[src/rtl/sw_input_port.sv]
// Switch input responder on the MIO bus: synchronises and debounces the switches,
// and keeps sticky rise/fall events, an event mask and a level-sensitive irq.
module sw_input_port #(
   parameter int N_SW     = 16,
   parameter int TICK_DIV = 100000,
   parameter int DB_TICKS = 8
) (
   input  logic            clk,
   input  logic            rst,
   input  logic [N_SW-1:0] sw_i,
   input  logic            cs,
   input  logic            we,
   input  logic [1:0]      addr,
   input  logic [31:0]     wdata,
   output logic [31:0]     rdata,
   output logic            rvalid,
   output logic            irq
);

   localparam int             PW        = (TICK_DIV > 1) ? $clog2(TICK_DIV) : 1;
   localparam logic [PW-1:0]  TICK_LAST = PW'(TICK_DIV - 1);
   localparam logic [7:0]     DB_LAST   = 8'(DB_TICKS - 1);

   logic [N_SW-1:0] r_sync1, r_sync2, r_stable;
   logic [N_SW-1:0] r_rise, r_fall, r_mask_r, r_mask_f;
   logic [7:0]      r_cnt [N_SW];
   logic [PW-1:0]   r_presc;

   logic            w_tick;
   logic [N_SW-1:0] w_stable_nxt, w_rise_set, w_fall_set;
   logic [N_SW-1:0] w_rise_nxt, w_fall_nxt, w_mask_r_nxt, w_mask_f_nxt;
   logic [7:0]      w_cnt_nxt [N_SW];
   logic            w_wr_evt, w_wr_mask, w_rd;
   logic [31:0]     w_rsel;
   logic            w_unused;

   assign w_tick    = (r_presc == TICK_LAST);
   assign w_wr_evt  = cs & we & (addr == 2'd1);
   assign w_wr_mask = cs & we & (addr == 2'd3);
   assign w_rd      = cs & ~we;
   assign w_unused  = ^wdata;

   always_comb begin
      w_stable_nxt = r_stable;
      w_rise_set   = '0;
      w_fall_set   = '0;
      for (int i = 0; i < N_SW; i++) begin
         w_cnt_nxt[i] = r_cnt[i];
         if (w_tick) begin
            if (r_sync2[i] == r_stable[i]) begin
               w_cnt_nxt[i] = 8'd0;
            end else if (r_cnt[i] == DB_LAST) begin
               w_stable_nxt[i] = r_sync2[i];
               w_cnt_nxt[i]    = 8'd0;
               w_rise_set[i]   = r_sync2[i];
               w_fall_set[i]   = ~r_sync2[i];
            end else begin
               w_cnt_nxt[i] = r_cnt[i] + 8'd1;
            end
         end
      end
   end

   // a new edge in the same cycle as its W1C keeps the bit set
   assign w_rise_nxt   = (r_rise & ~(w_wr_evt ? wdata[N_SW-1:0]    : '0)) | w_rise_set;
   assign w_fall_nxt   = (r_fall & ~(w_wr_evt ? wdata[16 +: N_SW]  : '0)) | w_fall_set;
   assign w_mask_r_nxt = w_wr_mask ? wdata[N_SW-1:0]   : r_mask_r;
   assign w_mask_f_nxt = w_wr_mask ? wdata[16 +: N_SW] : r_mask_f;

   always_comb begin
      w_rsel = 32'd0;
      case (addr)
         2'd0: w_rsel = 32'(r_stable);
         2'd1: w_rsel = {16'(r_fall), 16'(r_rise)};
         2'd2: w_rsel = 32'(r_sync2);
         2'd3: w_rsel = {16'(r_mask_f), 16'(r_mask_r)};
         default: w_rsel = 32'd0;
      endcase
   end

   always_ff @(posedge clk) begin
      if (rst) begin
         r_sync1  <= '0;
         r_sync2  <= '0;
         r_stable <= '0;
         r_rise   <= '0;
         r_fall   <= '0;
         r_mask_r <= '0;
         r_mask_f <= '0;
         r_presc  <= '0;
         for (int i = 0; i < N_SW; i++) r_cnt[i] <= 8'd0;
         rdata    <= 32'd0;
         rvalid   <= 1'b0;
         irq      <= 1'b0;
      end else begin
         r_sync1  <= sw_i;
         r_sync2  <= r_sync1;
         r_stable <= w_stable_nxt;
         r_rise   <= w_rise_nxt;
         r_fall   <= w_fall_nxt;
         r_mask_r <= w_mask_r_nxt;
         r_mask_f <= w_mask_f_nxt;
         r_presc  <= w_tick ? '0 : r_presc + 1'b1;
         for (int i = 0; i < N_SW; i++) r_cnt[i] <= w_cnt_nxt[i];
         rvalid   <= w_rd;
         if (w_rd) rdata <= w_rsel;
         irq      <= (|(w_rise_nxt & w_mask_r_nxt)) | (|(w_fall_nxt & w_mask_f_nxt));
      end
   end

endmodule

[config.mk]
export PLATFORM = sky130hd
export DESIGN_NAME = sw_input_port
export DESIGN_NICKNAME = d
export VERILOG_FILES = /design/src/rtl/sw_input_port.sv
export SDC_FILE = /design/constraint.sdc
export NUM_CORES = 1
export LEC_CHECK = 0
export CAP_MARGIN = 20
export CORE_ASPECT_RATIO = 0.5
export CORE_MARGIN = 4
export CORE_UTILIZATION = 30
export CTS_BUF_LIST = sky130_fd_sc_hd__clkbuf_16
export DETAILED_ROUTE_END_ITERATION = 6
export PLACE_DENSITY = 0.56
export SLEW_MARGIN = 15
export SYNTH_ARGS = -nofsm -noshare
export SYNTH_HDL_FRONTEND = slang
export SYNTH_SLANG_ARGS = --single-unit
[constraint.sdc]
create_clock -name clk -period 3.3 [get_ports clk]
set_input_delay 0.33 -clock clk [delete_from_list [all_inputs] [get_ports clk]]
set_output_delay 0.33 -clock clk [all_outputs]
set_load 0.02 [all_outputs]
Yosys cells after proc, flatten, opt, wreduce, memory -nomap -nowiden
Memory sizes are Yosys's and may differ from the RTL's.
Cells that the tools add are included.
- word-level logic and storage cells: 330
- memories kept: 1
- RAM bits: 128
- register bits after elaboration: 163
- output and inout bits: 34
- bitwise logic cells: 62
- reductions and logical operators: 20
- add/sub/neg operators: 17
- equal/unequal tests: 36
- multiplexer cells: 168
- memories (name ; depth ; width ; read ports ; clocked after memory_dff ; wr ports ; RTL line ; source):
    r_cnt ; 16 ; 8 ; 16 ; 0 ; 16 ; 26 ; logic [7:0] r_cnt [N_SW];
- operators with widths (cell ; number):
    2-to-1 mux 8 bit ; 64
    adder 8 x 1 -> 8 bit (second input constant) ; 16
    == test 8 x 3 -> 1 bit (second input constant) ; 16
    case mux 32 bit (4 select lines) ; 1
    2-to-1 mux 1 bit ; 99
    AND 16 bit ; 4
    2-to-1 mux 16 bit ; 4
    AND reduction 3 bit ; 16
    inverter 1 bit ; 33
    inverter 16 bit ; 2
    bitwise OR 16 bit ; 2
    OR reduction 16 bit ; 2
    adder 17 x 1 -> 17 bit (second input constant) ; 1
    == test 17 bit (second input constant) ; 1
    bitwise OR 1 bit ; 17
    == test 1 bit ; 16
    AND 1 bit ; 4
    == test 2 bit (second input constant) ; 2
    == test 2 x 1 -> 1 bit (second input constant) ; 1
    zero test 2 bit ; 1
    OR reduction 2 bit ; 1

Logic depth before layout (Yosys ltp)
- depth after elaboration: 9
- depth in mapped cells: 11
- gate-level depth less buffers: 8

Worst setup path before layout
OpenSTA, ideal clock, no wires.
- path kind: input port to flip-flop
- from: in addr[1]
- to: reg irq
- buffers on the path: 2
- arrival time: 2387 ps
- stages: 9
- data required time: 3167 ps
- path slack: 780 ps
- path through: buf_6 > nand4b_4 > buf_2 > o21ai_0 > o22ai_1 > or4_1 > or4_1 > nor4_1 > a31oi_1
- longest elaborated chain between the ends: 9
- elaborated cells on any way between the ends: 19
- classes of those cells: eq/ne: 2; mux: 4; bitwise: 11; reduce/logical: 2
- ends and longest elaborated chain (element ; RTL line ; source):
    start, declared ; 13 ; input logic [1:0] addr,
    == test 2 x 1 -> 1 bit ; 38 ; assign w_wr_evt = cs & we & (addr == 2'd1);
    AND 1 bit ; 38 ;
    2-to-1 mux 16 bit, on equally long branches ; 65, 66 ;
    inverter 16 bit, on equally long branches ; 65, 66 ;
    AND 16 bit, on equally long branches ; 65, 66 ;
    bitwise OR 16 bit, on equally long branches ; 65, 66 ;
    AND 16 bit ; 107 ; irq <= (|(w_rise_nxt & w_mask_r_nxt)) | (|(w_fall_nxt & w_mask_f_nxt));
    OR reduction 16 bit ; 107 ;
    bitwise OR 1 bit * ; 107 ;
    end signal, assigned ; 107 ;
    end, declared ; 17 ; output logic irq
Mark *: on every way between the ends. The rest lies on a longest branch, timed or not.
A chain may end at the register's enable or synchronous reset.

Final worst setup path
- from: in cs
- to: reg irq
- longest elaborated chain between the ends: 9
- elaborated cells on any way between the ends: 18
- classes of those cells: mux: 4; bitwise: 12; reduce/logical: 2
- ends and longest elaborated chain (element ; RTL line ; source):
    start, declared ; 11 ; input logic cs,
    AND 1 bit * ; 38, 39 ;
    AND 1 bit ; 38 ;
    2-to-1 mux 16 bit, on equally long branches ; 65, 66 ;
    inverter 16 bit, on equally long branches ; 65, 66 ;
    AND 16 bit, on equally long branches ; 65, 66 ;
    bitwise OR 16 bit, on equally long branches ; 65, 66 ;
    AND 16 bit ; 107 ;
    OR reduction 16 bit ; 107 ;
    bitwise OR 1 bit * ; 107 ;
Marks and branches as above.

==> flow_summary.json <==
{
  "status": "completed",
  "dr.pass1.iters": 5,
  "synth_area_per_cell_um2": 8.56,
  "fmax_mhz": 352,
  "cts_tree": "yes",
  "synth_edf_count": 0,
  "critPathMaxFanout": 11,
  "setup_viol": 0,
  "use_met2_pct": 23.9,
  "vias": 11130,
  "ir_drop_mv": 0.324,
  "hpwl_um": 26400,
  "grtUsageTotal_pct": 15.2,
  "crit_type": "primary input to flip-flop",
  "grt_pass1_vias": 10539,
  "fin_util_pct": 37.2,
  "cts_max_level": 1,
  "wl_um": 37000,
  "dpl_cell_area_um2": 14900,
  "path_cells": "clkdlybuf4s50_1 > buf_4 > nand4b_4 > o21ai_0 > o22ai_1 > or4_1 > or4_1 > nor4_1 > a31oi_1",
  "num_io_pins": 88,
  "worst_slew_pin_slew_ns": 0.997,
  "power_mw": 7.37,
  "grt.overflow.total": 0,
  "rsz0062_at_grt": "no",
  "synthTopCellsByCount": "dfxtp_1 (291), o21ai_0 (162), nand2_1 (161)",
  "postCtsSetupBuffers": 0,
  "maxSlewViolCount": 0,
  "syn-num-nets": 1610,
  "fin_crit_sh_pct": 86.0,
  "cts-root-buf": "clkbuf_16",
  "ys_types": 50,
  "postCtsHoldBufs": 0,
  "post_cts_resize_count": 0,
  "drv_cap": 0,
  "layout_min_cycle_time_ns": 2.84,
  "ys_top_cells_by_area": "dfxtp_1 (44%), o21ai_0 (6.2%), nand2_1 (4.6%)",
  "clk_path_buf_depth": 3,
  "cts_made_buffers": 29,
  "initial_utilization_pct": 30.9,
  "drc_errors": 0,
  "synthToLayoutAreaGrowth_pct": 20.4,
  "nNetsFinal": 1701,
  "gp_congestion": 0.882,
  "critPathArrivalTime_ns": 3.25,
  "hold_violations": 0,
  "hp-class": "primary input to flip-flop",
  "grt_pass1_wl_um": 58700,
  "clock_latency_ns": 0.55,
  "path_buf_inv": 2,
  "yosysMostFrequentCell": "dfxtp_1",
  "cts_sinks": 291,
  "synthArstFlopShare_pct": 0,
  "critPathMaxStageDelay_ns": 0.57,
  "worstPathRequired_ns": 3.71,
  "fp-row-count": 53,
  "synthFlopType": "dfxtp_1",
  "wl_per_cell_um": 16.7,
  "cp-end-kind": "flip-flop",
  "crit_path_top_delay_cell": "clkdlybuf4s50_1",
  "yosysTopAreaCell": "dfxtp_1",
  "met1_usage_pct": 21.6,
  "dieArea_um2": 47600,
  "grt_use_met3_pct": 1.97,
  "setup_tns_ns": 0,
  "startpoint_type": "primary input",
  "grt_max_degree": 80,
  "ys_seq_area_share_pct": 44.2,
  "antenna_found_initial": 1,
  "antennaDiodeCount": 0,
  "ant_nets": 0,
  "drt_iter0_markers": 858,
  "synth_top_area_share_pct": 44.2,
  "core_area_um2": 42700,
  "die_x_um": 304,
  "crit_top_cell": "or4_1",
  "io_buffers": 87,
  "path_clk_slew_ns": 0.07,
  "fin_skew_ns": 0.0163,
  "top_usage_layer": "met2",
  "leakage_nw": 5.85,
  "synth_area_um2": 13200,
  "powerDensity_nw_per_um2": 464,
  "drive_gt1_share_pct": 8.50,
  "fin_area_um2": 15900,
  "slew_headroom_pct": 33.5,
  "synth-seq-cells": 291,
  "vias_per_cell": 5.00,
  "syn_inst": 1539,
  "yosysWarningCount": 0,
  "die_h_um": 156,
  "critPathTopFamily": "simple AND/OR/NAND/NOR gates"
}
[per-stage QoR]
stage | std cells | hold WS, ns | setup slack (ns)
6_report | 2224 | 0.233 | 0.461
3_3_place_gp | 2176 | 0.420 | 0.0517
2_1_floorplan | 1539 | 0.414 | 0.780
5_1_grt | 2224 | 0.264 | 0.328
3_5_place_dp | 2176 | 0.421 | -0.0972
4_1_cts | 2224 | 0.237 | 0.491
[per-layer routing]
layer | routed length [um] | vias up
met2 | 15900 | 251
li1 | - | 5591
met3 | 1630 | 60
met1 | 18200 | 5228
met4 | 1270 | 0
met5 | 0 | -
[final cells by class]
class,instances,area (um2)
fill,4450,26800
multi-input combinational,1120,6870
sequential,291,5830
timing repair buffer,139,1290
clock buffer,29,726
tap,577,722
clock inverter,19,244
inverter,49,184
[cells in the final DEF, fill, tap and decap left out, types with 16 or more instances in the layout]
master / instances
nor4b_1: 25
a21oi_1: 89
nand2_1: 160
nor2b_1: 54
mux4_2: 16
nor3_1: 27
inv_1: 51
or3_1: 21
buf_4: 49
dfxtp_1: 291
a22oi_1: 18
nand3_1: 82
xor2_1: 56
clkbuf_16: 29
clkdlybuf4s50_1: 85
o21ai_0: 162
nor3b_1: 22
ha_1: 17
nor2_1: 144
and3_1: 29
mux2_2: 16
a21o_1: 16
o22ai_1: 19
mux2i_1: 44
[flip-flops by register name, summed over array words and instances, names as in the netlist]
name,cells
r_sync2,16
rdata,32
rvalid,1
irq,1
r_mask_r,16
r_cnt,128
r_sync1,16
r_presc,17
r_rise,16
r_fall,16
r_mask_f,16
r_stable,16
[worst paths after layout]
kind	from	end	slack [ns]	depth (start not counted)
hold reg to reg	r_sync1[9]	r_sync2[9]	0.44	1
setup reg to reg	r_presc[6]	irq	0.56	8
setup / recovery	cs	irq	0.46	9
hold / removal	rst	r_cnt[1][16]	0.23	2
[kinds of logic after synthesis]
logic type | after synthesis | synth area share, %
buf+inv | 128 | 3.84
simple gates | 632 | 24.5
fa+ha+maj | 17 | 1.61
compound gates | 328 | 13.9
xor+xnor | 67 | 4.45
mux | 76 | 7.44
flops | 291 | 44.2
[power by group]
part | internal (mW) | switching [mW] | total (mW)
registers | 3.54 | 0.0243 | 3.57
logic | 0.142 | 0.193 | 0.334
clock network | 2.05 | 1.41 | 3.47
(Power assumes the default switching activity.)
